--- src/rtl/vga_pkg.sv ---
// Shared definitions for the VGA pixel fetch path.
// Latency: n/a (types and constants only).
// Backpressure: n/a.
package vga_pkg;

    // ctrl_out field positions
    localparam int CTRL_RW_BIT    = 0;
    localparam int CTRL_BURST_LSB = 1;

    // ctrl_in field positions
    localparam int CTRL_WAIT_BIT  = 0;

    // 640x480 frame
    localparam int FRAME_PIXELS_DFLT = 307200;

    typedef enum logic [1:0] {
        ST_IDLE,
        ST_REQ,
        ST_XFER,
        ST_DRAIN
    } fetch_state_t;

endpackage

--- src/rtl/pixel_fifo.sv ---
// Synchronous first-word-fall-through pixel FIFO with single-cycle flush.
// Latency: a write at edge N is visible on data after edge N; output is 0 when empty.
// Backpressure: writes while full and reads while empty are ignored; flush beats both.
module pixel_fifo #(
    parameter int WIDTH = 8,
    parameter int DEPTH = 16
) (
    input  logic                   clk,
    input  logic                   rst_n,
    input  logic                   wr_en,
    input  logic [WIDTH-1:0]       wr_data,
    input  logic                   rd_en,
    input  logic                   flush,
    output logic [WIDTH-1:0]       data,
    output logic [$clog2(DEPTH):0] count,
    output logic                   empty
);

    localparam int AW = $clog2(DEPTH);

    logic [WIDTH-1:0] mem_q [DEPTH];
    logic [AW-1:0]    wr_ptr_q, wr_ptr_d;
    logic [AW-1:0]    rd_ptr_q, rd_ptr_d;
    logic [AW:0]      count_q,  count_d;
    logic             do_wr;
    logic             do_rd;

    assign empty = (count_q == '0);
    assign count = count_q;
    assign data  = empty ? '0 : mem_q[rd_ptr_q];
    assign do_wr = wr_en && (count_q != (AW+1)'(DEPTH));
    assign do_rd = rd_en && !empty;

    // Pointer and occupancy update; flush returns everything to empty.
    always_comb begin
        wr_ptr_d = wr_ptr_q;
        rd_ptr_d = rd_ptr_q;
        count_d  = count_q;
        if (flush) begin
            wr_ptr_d = '0;
            rd_ptr_d = '0;
            count_d  = '0;
        end else begin
            if (do_wr) begin
                wr_ptr_d = wr_ptr_q + AW'(1);
            end
            if (do_rd) begin
                rd_ptr_d = rd_ptr_q + AW'(1);
            end
            count_d = count_q + (AW+1)'(do_wr) - (AW+1)'(do_rd);
        end
    end

    // Pointer/occupancy registers.
    always_ff @(posedge clk or negedge rst_n) begin
        if (!rst_n) begin
            wr_ptr_q <= '0;
            rd_ptr_q <= '0;
            count_q  <= '0;
        end else begin
            wr_ptr_q <= wr_ptr_d;
            rd_ptr_q <= rd_ptr_d;
            count_q  <= count_d;
        end
    end

    // Storage array; contents are don't-care while the slot is unoccupied.
    always_ff @(posedge clk) begin
        if (do_wr && !flush) begin
            mem_q[wr_ptr_q] <= wr_data;
        end
    end

endmodule

--- src/rtl/vga_pixel_fetch.sv ---
// Burst-reads framebuffer words over the system bus into a pixel FIFO feeding the scan-out path.
// Latency: bus_req 1 cycle after space frees; a bus word sampled at edge N is on pixel_out after edge N+1.
// Backpressure: bursts start only with a full burst of free space; bus_wait stalls capture; empty reads flag underrun.
module vga_pixel_fetch
    import vga_pkg::*;
#(
    parameter int COLOR_DEPTH  = 8,
    parameter int BUS_WIDTH    = 32,
    parameter int CTRL_WIDTH   = 8,
    parameter int FIFO_DEPTH   = 16,
    parameter int BURST_LEN    = 8,
    parameter int FB_BASE      = 0,
    parameter int FRAME_PIXELS = FRAME_PIXELS_DFLT
) (
    input  logic                   clk25MHz,
    input  logic                   reset_L,
    input  logic                   frame_start,
    input  logic                   pixel_rd,
    output logic [COLOR_DEPTH-1:0] pixel_out,
    output logic                   underrun,
    output logic                   bus_req,
    input  logic                   bus_ack,
    input  logic [CTRL_WIDTH-1:0]  ctrl_in,
    input  logic [BUS_WIDTH-1:0]   bus_in,
    output logic [CTRL_WIDTH-1:0]  ctrl_out,
    output logic [BUS_WIDTH-1:0]   bus_out
);

    localparam int FCW = $clog2(FIFO_DEPTH) + 1;
    localparam int OW  = FCW + 1;
    localparam int WCW = $clog2(BURST_LEN + 1);

    localparam logic [BUS_WIDTH-1:0]  BASE_ADDR = BUS_WIDTH'(FB_BASE);
    localparam logic [BUS_WIDTH-1:0]  FRAME_END = BUS_WIDTH'(FB_BASE + FRAME_PIXELS);
    // Read command: rw bit cleared, burst field carries BURST_LEN-1.
    localparam logic [CTRL_WIDTH-1:0] CTRL_RD   =
        (CTRL_WIDTH'(BURST_LEN - 1) << CTRL_BURST_LSB) & ~(CTRL_WIDTH'(1) << CTRL_RW_BIT);

    fetch_state_t           state_q,      state_d;
    logic [WCW-1:0]         word_cnt_q,   word_cnt_d;
    logic [BUS_WIDTH-1:0]   fetch_addr_q, fetch_addr_d;
    logic [BUS_WIDTH-1:0]   bus_out_q,    bus_out_d;
    logic                   wr_vld_q,     wr_vld_d;
    logic [COLOR_DEPTH-1:0] wr_dat_q,     wr_dat_d;
    logic                   underrun_q,   underrun_d;

    logic [COLOR_DEPTH-1:0] fifo_data;
    logic [FCW-1:0]         fifo_count;
    logic                   fifo_empty;

    logic                   bus_wait;
    logic                   burst_last;
    logic [OW-1:0]          occupancy;
    logic                   free_ok;
    logic [BUS_WIDTH-1:0]   addr_inc;
    logic [BUS_WIDTH-1:0]   addr_next;
    logic                   unused_bus_bits;

    assign bus_wait        = ctrl_in[CTRL_WAIT_BIT];
    assign unused_bus_bits = ^{ctrl_in[CTRL_WIDTH-1:1], bus_in[BUS_WIDTH-1:COLOR_DEPTH]};

    // The word held in the capture register is already committed, so it counts as occupied.
    assign occupancy  = OW'(fifo_count) + OW'(wr_vld_q);
    assign free_ok    = (OW'(FIFO_DEPTH) - occupancy) >= OW'(BURST_LEN);
    assign burst_last = (word_cnt_q == WCW'(BURST_LEN - 1)) && !bus_wait;
    assign addr_inc   = fetch_addr_q + BUS_WIDTH'(BURST_LEN);
    assign addr_next  = (addr_inc == FRAME_END) ? BASE_ADDR : addr_inc;

    assign bus_req   = (state_q != ST_IDLE);
    assign ctrl_out  = bus_req ? CTRL_RD : '0;
    assign bus_out   = bus_out_q;
    assign underrun  = underrun_q;
    assign pixel_out = fifo_data;

    // Burst sequencing, address advance, word capture and frame restart.
    always_comb begin
        state_d      = state_q;
        word_cnt_d   = word_cnt_q;
        fetch_addr_d = fetch_addr_q;
        bus_out_d    = bus_out_q;
        wr_vld_d     = 1'b0;
        wr_dat_d     = wr_dat_q;
        underrun_d   = underrun_q;

        case (state_q)
            ST_IDLE: begin
                if (free_ok && !frame_start) begin
                    state_d   = ST_REQ;
                    bus_out_d = fetch_addr_q;
                end
            end
            ST_REQ: begin
                if (bus_ack) begin
                    // A grant coinciding with a restart returns stale-frame data: discard it.
                    state_d    = frame_start ? ST_DRAIN : ST_XFER;
                    word_cnt_d = '0;
                end
            end
            ST_XFER: begin
                if (!bus_wait) begin
                    word_cnt_d = word_cnt_q + WCW'(1);
                    if (!frame_start) begin
                        wr_vld_d = 1'b1;
                        wr_dat_d = bus_in[COLOR_DEPTH-1:0];
                    end
                end
                if (burst_last) begin
                    state_d      = ST_IDLE;
                    fetch_addr_d = addr_next;
                end else if (frame_start) begin
                    state_d = ST_DRAIN;
                end
            end
            ST_DRAIN: begin
                if (!bus_wait) begin
                    word_cnt_d = word_cnt_q + WCW'(1);
                end
                if (burst_last) begin
                    state_d = ST_IDLE;
                end
            end
            default: begin
                state_d = ST_IDLE;
            end
        endcase

        if (frame_start) begin
            fetch_addr_d = BASE_ADDR;
            underrun_d   = 1'b0;
            if (state_q == ST_REQ && !bus_ack) begin
                bus_out_d = BASE_ADDR;
            end
        end else if (pixel_rd && fifo_empty) begin
            underrun_d = 1'b1;
        end
    end

    // Control and capture registers; reset abandons any burst in flight.
    always_ff @(posedge clk25MHz or negedge reset_L) begin
        if (!reset_L) begin
            state_q      <= ST_IDLE;
            word_cnt_q   <= '0;
            fetch_addr_q <= BASE_ADDR;
            bus_out_q    <= '0;
            wr_vld_q     <= 1'b0;
            wr_dat_q     <= '0;
            underrun_q   <= 1'b0;
        end else begin
            state_q      <= state_d;
            word_cnt_q   <= word_cnt_d;
            fetch_addr_q <= fetch_addr_d;
            bus_out_q    <= bus_out_d;
            wr_vld_q     <= wr_vld_d;
            wr_dat_q     <= wr_dat_d;
            underrun_q   <= underrun_d;
        end
    end

    pixel_fifo #(
        .WIDTH (COLOR_DEPTH),
        .DEPTH (FIFO_DEPTH)
    ) u_pixel_fifo (
        .clk     (clk25MHz),
        .rst_n   (reset_L),
        .wr_en   (wr_vld_q),
        .wr_data (wr_dat_q),
        .rd_en   (pixel_rd),
        .flush   (frame_start),
        .data    (fifo_data),
        .count   (fifo_count),
        .empty   (fifo_empty)
    );

endmodule
--- config.mk ---
export PLATFORM = sky130hd
export DESIGN_NAME = vga_pixel_fetch
export DESIGN_NICKNAME = d
export VERILOG_FILES = /design/src/rtl/vga_pkg.sv /design/src/rtl/pixel_fifo.sv /design/src/rtl/vga_pixel_fetch.sv
export SDC_FILE = /design/constraint.sdc
export NUM_CORES = 1
export LEC_CHECK = 0
export CAP_MARGIN = 20
export CORE_MARGIN = 4
export CORE_UTILIZATION = 50
export DETAILED_ROUTE_END_ITERATION = 8
export GPL_ROUTABILITY_DRIVEN = 0
export MAX_ROUTING_LAYER = met4
export PLACE_DENSITY = 0.71
export SLEW_MARGIN = 20
export SYNTH_ARGS = -nofsm -noshare
export SYNTH_HDL_FRONTEND = slang
export SYNTH_HIERARCHICAL = 1
export SYNTH_SLANG_ARGS = --single-unit
--- constraint.sdc ---
create_clock -name clk25MHz -period 6.5 [get_ports clk25MHz]
set_input_delay 0.65 -clock clk25MHz [delete_from_list [all_inputs] [get_ports clk25MHz]]
set_output_delay 0.65 -clock clk25MHz [all_outputs]
set_load 0.05 [all_outputs]
==> flow_summary.toml, run 1 <==
[global_routing]
gr-total-overflow = 0
grt_start_max_net_pins = 56
track_usage_pct = 19.5
grt_first_pass_wirelength_um = 33800
antenna_found_initial = 3
first_global_vias = 6375

[placed_design]
detailed_place.area_sq_mm = 0.0108
detailedPlacementHpwl_um = 13400
place_worst_setup_slack_ns = 2.59
port-buffer-count = 58

[finish]
mostFrequentLayoutCell = "sky130_fd_sc_hd__edfxtp_1"
layout.cell_area.non_filler_sq_mm = 0.0116
final_layout_size_suffix_gt1_share_pct = 12.5
design.final.nets = 861
final_cell_mix = "sky130_fd_sc_hd__edfxtp_1, sky130_fd_sc_hd__dfrtp_1, sky130_fd_sc_hd__nor2_1"
layout.area.seq_sq_mm = 0.00610
fillers = 1565
syn_to_final_growth_pct = 15.1
multiInputGateArea_sq_mm = 0.00361

[die]
rows = 51
die_h_um = 150
die_area_sq_mm = 0.0224
die_width_um = 150
initial_standard_cell_utilization_of_the_core_pct = 51.3
design.portCount = 95
core_sq_mm = 0.0196

[job]
drv.max_cap_violation_count = 0

[worst_setup_path]
worst-path-max-fanout = 19
worstSetupPathType = "reg -> out"
setup.reg_to_reg.worst_slack_ns = 3.15
worst_setup_path_end_kind = "output pin"
startpoint_type_of_the_worst_setup_path = "flop"
rr_startpoint = "u_pixel_fifo/count[3]"
required_ns = 5.85
critPathArrivalTime_ns = 3.76
reg2reg_depth = 13
rr_endpoint = "u_pixel_fifo/count[4]"

[power]
fin_total_pwr_mw = 3.98
vdd.ir_drop.worst_uv = 205
cellLeakagePower_nw = 4.45
p_per_area_mw_per_mm2 = 344

[routing]
wl_per_cell_um = 18.9
avgViaCountPerCell = 5.74
drt_pass1_iterations = 6
drt-initial-drc-count = 371
via_count = 6209
drcViolationCount = 0
final_antenna_net_count = 0
wirelength_um = 20400

[cts]
post-cts-setup-buffer-count = 0
cts.sink_count = 218
max-clock-path-buffers = 3
number_of_hold_buffers_added_after_cts = 0
cts.reportedPaths.clkPinSlew_ns = 0.06
clock_tree_from_tritoncts = "done"
clockRootBuffer = "sky130_fd_sc_hd__clkbuf_16"
clkLatencyLatePin_ns = 0.52
numCtsBuffers = 24
h_tree_levels = 1
cts_repair_resize_count = 0

[synth]
number_of_flops_mapped_to_enable_cells_by_yosys = 128
post_synth_inst_count = 751
yosys_register_bits = 218
synthArstFlopShare_pct = 41.3
postSynthAreaPerCell_sq_um = 13.4
synth.top_cells.by_area = "sky130_fd_sc_hd__edfxtp_1, sky130_fd_sc_hd__dfrtp_1, sky130_fd_sc_hd__mux4_2"
synth.cell_area_sq_mm = 0.0100
synth_seq_area_share_pct = 60.7
netlist.area_leader.share_pct = 38.3
synth_ff_type = "sky130_fd_sc_hd__edfxtp_1"
synth_cell_types = 67
synth_warnings = 6
synthDominantAreaCellType = "sky130_fd_sc_hd__edfxtp_1"

[timing]
final.setup.worst_slack_ns = 2.09
clock.fmax_mhz = 227
report.final.slew_viol_count = 0
skew_ns = 0.00646
max_slew_margin_pct = 33.1
tightestPinTransition_ns = 1.00
finalCriticalPeriod_ns = 4.41
period_share_pct = 67.8
fin_setup_tns_ns = 0
grt_setup_unrepaired = "no"
final-setup-viol-count = 0
hold_viol = 0

[outcome]
run_status = "finished, final reports clean"

[hold_path]
min_delay_worst_type = "in -> async"
[cell usage after synthesis (4+ instances only)]
cell type and number:
sky130_fd_sc_hd__o21ai_0 23, sky130_fd_sc_hd__or4_1 5, sky130_fd_sc_hd__edfxtp_1 128, sky130_fd_sc_hd__a21oi_1 23, sky130_fd_sc_hd__nand2b_1 4, sky130_fd_sc_hd__buf_2 7
sky130_fd_sc_hd__or2_2 5, sky130_fd_sc_hd__nor3_1 23, sky130_fd_sc_hd__nor2b_1 4, sky130_fd_sc_hd__nand3_1 28, sky130_fd_sc_hd__nand4_1 10, sky130_fd_sc_hd__buf_4 13
sky130_fd_sc_hd__dfrtp_1 90, sky130_fd_sc_hd__mux2i_1 39, sky130_fd_sc_hd__a41oi_1 4, sky130_fd_sc_hd__xor2_1 15, sky130_fd_sc_hd__nor2_1 78, sky130_fd_sc_hd__nand2_1 39
sky130_fd_sc_hd__ha_1 20, sky130_fd_sc_hd__mux4_1 7, sky130_fd_sc_hd__nor4_1 5, sky130_fd_sc_hd__inv_1 20, sky130_fd_sc_hd__clkbuf_1 28, sky130_fd_sc_hd__or3_1 12
sky130_fd_sc_hd__xnor2_1 19, sky130_fd_sc_hd__and3_1 4, sky130_fd_sc_hd__mux4_2 25, sky130_fd_sc_hd__mux2_2 17
[worst max-delay path by stage]
stage                                        to  slack, ns                startpoint  cells past startpoint
after global placement             pixel_out[5]       2.65  u_pixel_fifo/rd_ptr_q[1]                      6
after detailed placement           pixel_out[5]       2.59  u_pixel_fifo/rd_ptr_q[1]                      6
final                              pixel_out[5]       2.09  u_pixel_fifo/rd_ptr_q[1]                      6
after CTS                          pixel_out[5]       2.05  u_pixel_fifo/rd_ptr_q[1]                      6
after global routing               pixel_out[3]       1.91  u_pixel_fifo/rd_ptr_q[1]                      6
after floorplan           u_pixel_fifo/count[4]       3.68     u_pixel_fifo/count[3]                     14
[metrics by stage]
stage / util, % / std cells / hold WS, ns
final: 59.0 / 1081 / 0.0823
after global routing: 59.0 / 1081 / 0.109
after CTS: 59.0 / 1078 / 0.0900
after detailed placement: 55.0 / 1034 / 0.508
after global placement: 55.0 / 1034 / 0.491
after floorplan: - / 755 / 0.354
[power by group]
group | leakage [nW] | internal [mW] | switching [mW]
sequential | 2.38 | 1.65 | 0.179
clock | 0.383 | 0.797 | 0.532
combinational | 1.69 | 0.363 | 0.455
total | 4.45 | 2.81 | 1.17
[sequential cells by signal, indices dropped and copies added, names as in the netlist]
| name | cells |
|---|---|
| u_pixel_fifo/mem_q | 128 |
| bus_out | 32 |
| fetch_addr_q | 29 |
| wr_dat_q | 8 |
| u_pixel_fifo/count | 5 |
| u_pixel_fifo/rd_ptr_q | 4 |
| u_pixel_fifo/wr_ptr_q | 4 |
| word_cnt_q | 4 |
| state_q | 2 |
| underrun | 1 |
| wr_vld_q | 1 |
[worst max-delay path: stages (launching register included)]
cell and delay [ns]:
sky130_fd_sc_hd__dfrtp_1 1.00, sky130_fd_sc_hd__buf_4 0.43, sky130_fd_sc_hd__mux4_1 0.59, sky130_fd_sc_hd__mux2_2 0.30, sky130_fd_sc_hd__o21ai_1 0.13, sky130_fd_sc_hd__a21oi_1 0.06
sky130_fd_sc_hd__clkdlybuf4s50_1 0.73
[cells by family after synthesis]
logic type                 share of synthesized area [%]
and+or+nand+nor                                     12.2
buffers and inverters                               3.70
DFF                                                 60.7
xor gates and xnor gates                            2.96
AOI/OAI and AO/OA                                   4.47
other                                             0.0373
adders and majority gates                           2.69
muxes                                               13.2
[layout make-up]
| cell class | instances | share of cell area, % |
|---|---|---|
| clock inverters | 18 | 1.55 |
| clock buffers | 26 | 5.26 |
| repair buffers | 69 | 5.71 |
| well taps | 265 | 2.87 |
| inverters | 20 | 0.649 |
| multi-input cells | 462 | 31.2 |
| diodes | 3 | 0.0649 |
| flip-flops and latches | 218 | 52.7 |
[metal layers]
layer / share of wire, % / track usage (%) / wire length [um]
met1: 42 / 25.9 / 8520
met2: 50 / 31.5 / 10200
met3: 5.7 / 3.60 / 1170
met4: 2.2 / 4.85 / 452
met5: 0 / - / 0
Power figures use the tool's default switching activity.
==> run 2: changes to the inputs <==
--- a/config.mk
+++ b/config.mk
@@ -11,7 +11,7 @@
 export DETAILED_ROUTE_END_ITERATION = 8
 export GPL_ROUTABILITY_DRIVEN = 0
 export MAX_ROUTING_LAYER = met4
-export PLACE_DENSITY = 0.71
+export PLACE_DENSITY = 0.74
 export SLEW_MARGIN = 20
 export SYNTH_ARGS = -nofsm -noshare
 export SYNTH_HDL_FRONTEND = slang
==> constraint.sdc (replaced) <==
create_clock -name clk25MHz -period 3.6 [get_ports clk25MHz]
set_input_delay 0.36 -clock clk25MHz [delete_from_list [all_inputs] [get_ports clk25MHz]]
set_output_delay 0.36 -clock clk25MHz [all_outputs]
set_load 0.05 [all_outputs]
==> run 2 against run 1 <==
The flow now finishes with violations (negative hold slack). First-iteration DRC count rose by 35%. Via count is 0.35% lower. Clock power rose by 80%. Count of clock-buffer cells in the layout up 1. Critical path depth grew 3. Core utilization up 0.22 points. Wire length grew 1.5%. Critical endpoint is now fetch_addr_q[15]. Largest power group unchanged.
==> flow_summary.toml, run 2 (synthesized netlist as in run 1, its figures left out) <==
[global_routing]
grt_start_max_net_pins = 68
grt_first_pass_wirelength_um = 33300
antenna_found_initial = 1
track_usage_pct = 19.4
first_global_vias = 6182
gr-total-overflow = 0

[timing]
grt_setup_unrepaired = "no"
final.hold.worst_slack_ns = -0.0418
skew_ns = 0.00631
hold_viol = 32
final-setup-viol-count = 0
report.final.slew_viol_count = 0
tightestPinTransition_ns = 1.01
final.setup.worst_slack_ns = 0.351
fin_setup_tns_ns = 0
finalCriticalPeriod_ns = 3.25
clock.fmax_mhz = 308
max_slew_margin_pct = 32.3
period_share_pct = 90.3

[routing]
drcViolationCount = 0
final_antenna_net_count = 0
via_count = 6187
wl_per_cell_um = 19.1
drt-initial-drc-count = 501
avgViaCountPerCell = 5.71
wirelength_um = 20700
drt_pass1_iterations = 5

[worst_setup_path]
required_ns = 3.98
startpoint_type_of_the_worst_setup_path = "flop"
path_cells = "ha_1 -> and4_1 -> nand4_4 -> xor2_1 -> or4_1 -> nor4_1 -> o211ai_1 -> a41oi_1 -> o31ai_1"
critical_path.n_buffers_inverters = 0
worstSetupPathType = "reg -> reg"
critical-path-max-stage-delay_ns = 0.51
setup.reg_to_reg.worst_slack_ns = 0.35
rr_startpoint = "fetch_addr_q[3]"
worst-path-max-fanout = 9
rr_endpoint = "fetch_addr_q[15]"
critPathArrivalTime_ns = 3.62
critical-path-top-delay-family = "simple AND/OR/NAND/NOR gates"
worst_setup_path_end_kind = "flop"
critPathSlowestCell = "sky130_fd_sc_hd__or4_1"
reg2reg_depth = 9

[cts]
numCtsBuffers = 23
number_of_hold_buffers_added_after_cts = 0
clock_tree_from_tritoncts = "done"
clockRootBuffer = "sky130_fd_sc_hd__clkbuf_16"
clkLatencyLatePin_ns = 0.50
h_tree_levels = 1
post-cts-setup-buffer-count = 0
cts.reportedPaths.clkPinSlew_ns = 0.06
cts_repair_resize_count = 0
cts.sink_count = 218
max-clock-path-buffers = 3

[die]
die_width_um = 150
die_h_um = 150
die_area_sq_mm = 0.0224
design.portCount = 95
rows = 51
core_sq_mm = 0.0196
initial_standard_cell_utilization_of_the_core_pct = 51.3

[outcome]
run_status = "complete, but fails checks"
failed_checks = "negative hold slack"

[placed_design]
place_worst_setup_slack_ns = 0.425
detailedPlacementHpwl_um = 13500
port-buffer-count = 58

[finish]
mostFrequentLayoutCell = "sky130_fd_sc_hd__edfxtp_1"
largest_register_ffs = 128
design.final.nets = 869
final_cell_mix = "sky130_fd_sc_hd__edfxtp_1, sky130_fd_sc_hd__dfrtp_1, sky130_fd_sc_hd__nor2_1"
largest-register = "u_pixel_fifo/mem_q"
final_layout_size_suffix_gt1_share_pct = 14.3
syn_to_final_growth_pct = 15.6

[job]
drv.max_cap_violation_count = 0

[power]
cellLeakagePower_nw = 4.50
vdd.ir_drop.worst_uv = 286
p_per_area_mw_per_mm2 = 619

[hold_path]
min_delay_worst_type = "in -> async"
## run 2: final cells by class
cell class,instances,area [sq um]
fillers,1519,7980
diodes,1,2.50
flip-flops and latches,218,6100
clock buffers,27,622
inverters,20,75.1
multi-input cells,462,3610
repair buffers,78,721
clock inverters,13,154
well taps,265,332
## run 2: worst max path at each step
stage	startpoint	endpoint	slack [ns]	cells after the start
floorplan	u_pixel_fifo/count[3]	u_pixel_fifo/count[4]	0.78	14
global placement	fetch_addr_q[3]	fetch_addr_q[13]	0.56	9
detailed placement	fetch_addr_q[3]	fetch_addr_q[15]	0.43	9
CTS	fetch_addr_q[3]	fetch_addr_q[15]	0.40	9
global route	fetch_addr_q[3]	fetch_addr_q[15]	0.09	9
finish	fetch_addr_q[3]	fetch_addr_q[15]	0.35	9
## run 2: worst reg2reg max path, cell delays in order (launching register included)
cell,delay [ns]
sky130_fd_sc_hd__dfrtp_1,0.45
sky130_fd_sc_hd__ha_1,0.28
sky130_fd_sc_hd__and4_1,0.47
sky130_fd_sc_hd__nand4_4,0.17
sky130_fd_sc_hd__xor2_1,0.19
sky130_fd_sc_hd__or4_1,0.51
sky130_fd_sc_hd__nor4_1,0.40
sky130_fd_sc_hd__o211ai_1,0.29
sky130_fd_sc_hd__a41oi_1,0.28
sky130_fd_sc_hd__o31ai_1,0.10
## run 2: per-stage QoR
stage,std cells,util [%],cell area [sq um],power (mW)
floorplan,755,-,10100,4.39
global placement,1043,55.3,10800,4.77
detailed placement,1043,55.3,10800,4.84
CTS,1083,59.3,11600,7.25
global route,1084,59.3,11600,7.52
finish,1084,59.3,11600,7.19
## run 2: per-layer routing
| layer | track usage (%) | vias up | share of wire, % | wire length [um] |
|---|---|---|---|---|
| met4 | 4.67 | 0 | 1.9 | 391 |
| li1 | - | 2873 | - | - |
| met2 | 31.9 | 209 | 50 | 10300 |
| met1 | 25.9 | 3072 | 43 | 8830 |
| met3 | 2.60 | 33 | 5.8 | 1190 |
| met5 | - | - | 0 | 0 |
## run 2: power breakdown
part | switching [mW] | leakage, nW | internal, mW
logic | 0.843 | 1.75 | 0.650
clock network | 0.949 | 0.366 | 1.45
registers | 0.309 | 2.38 | 2.99
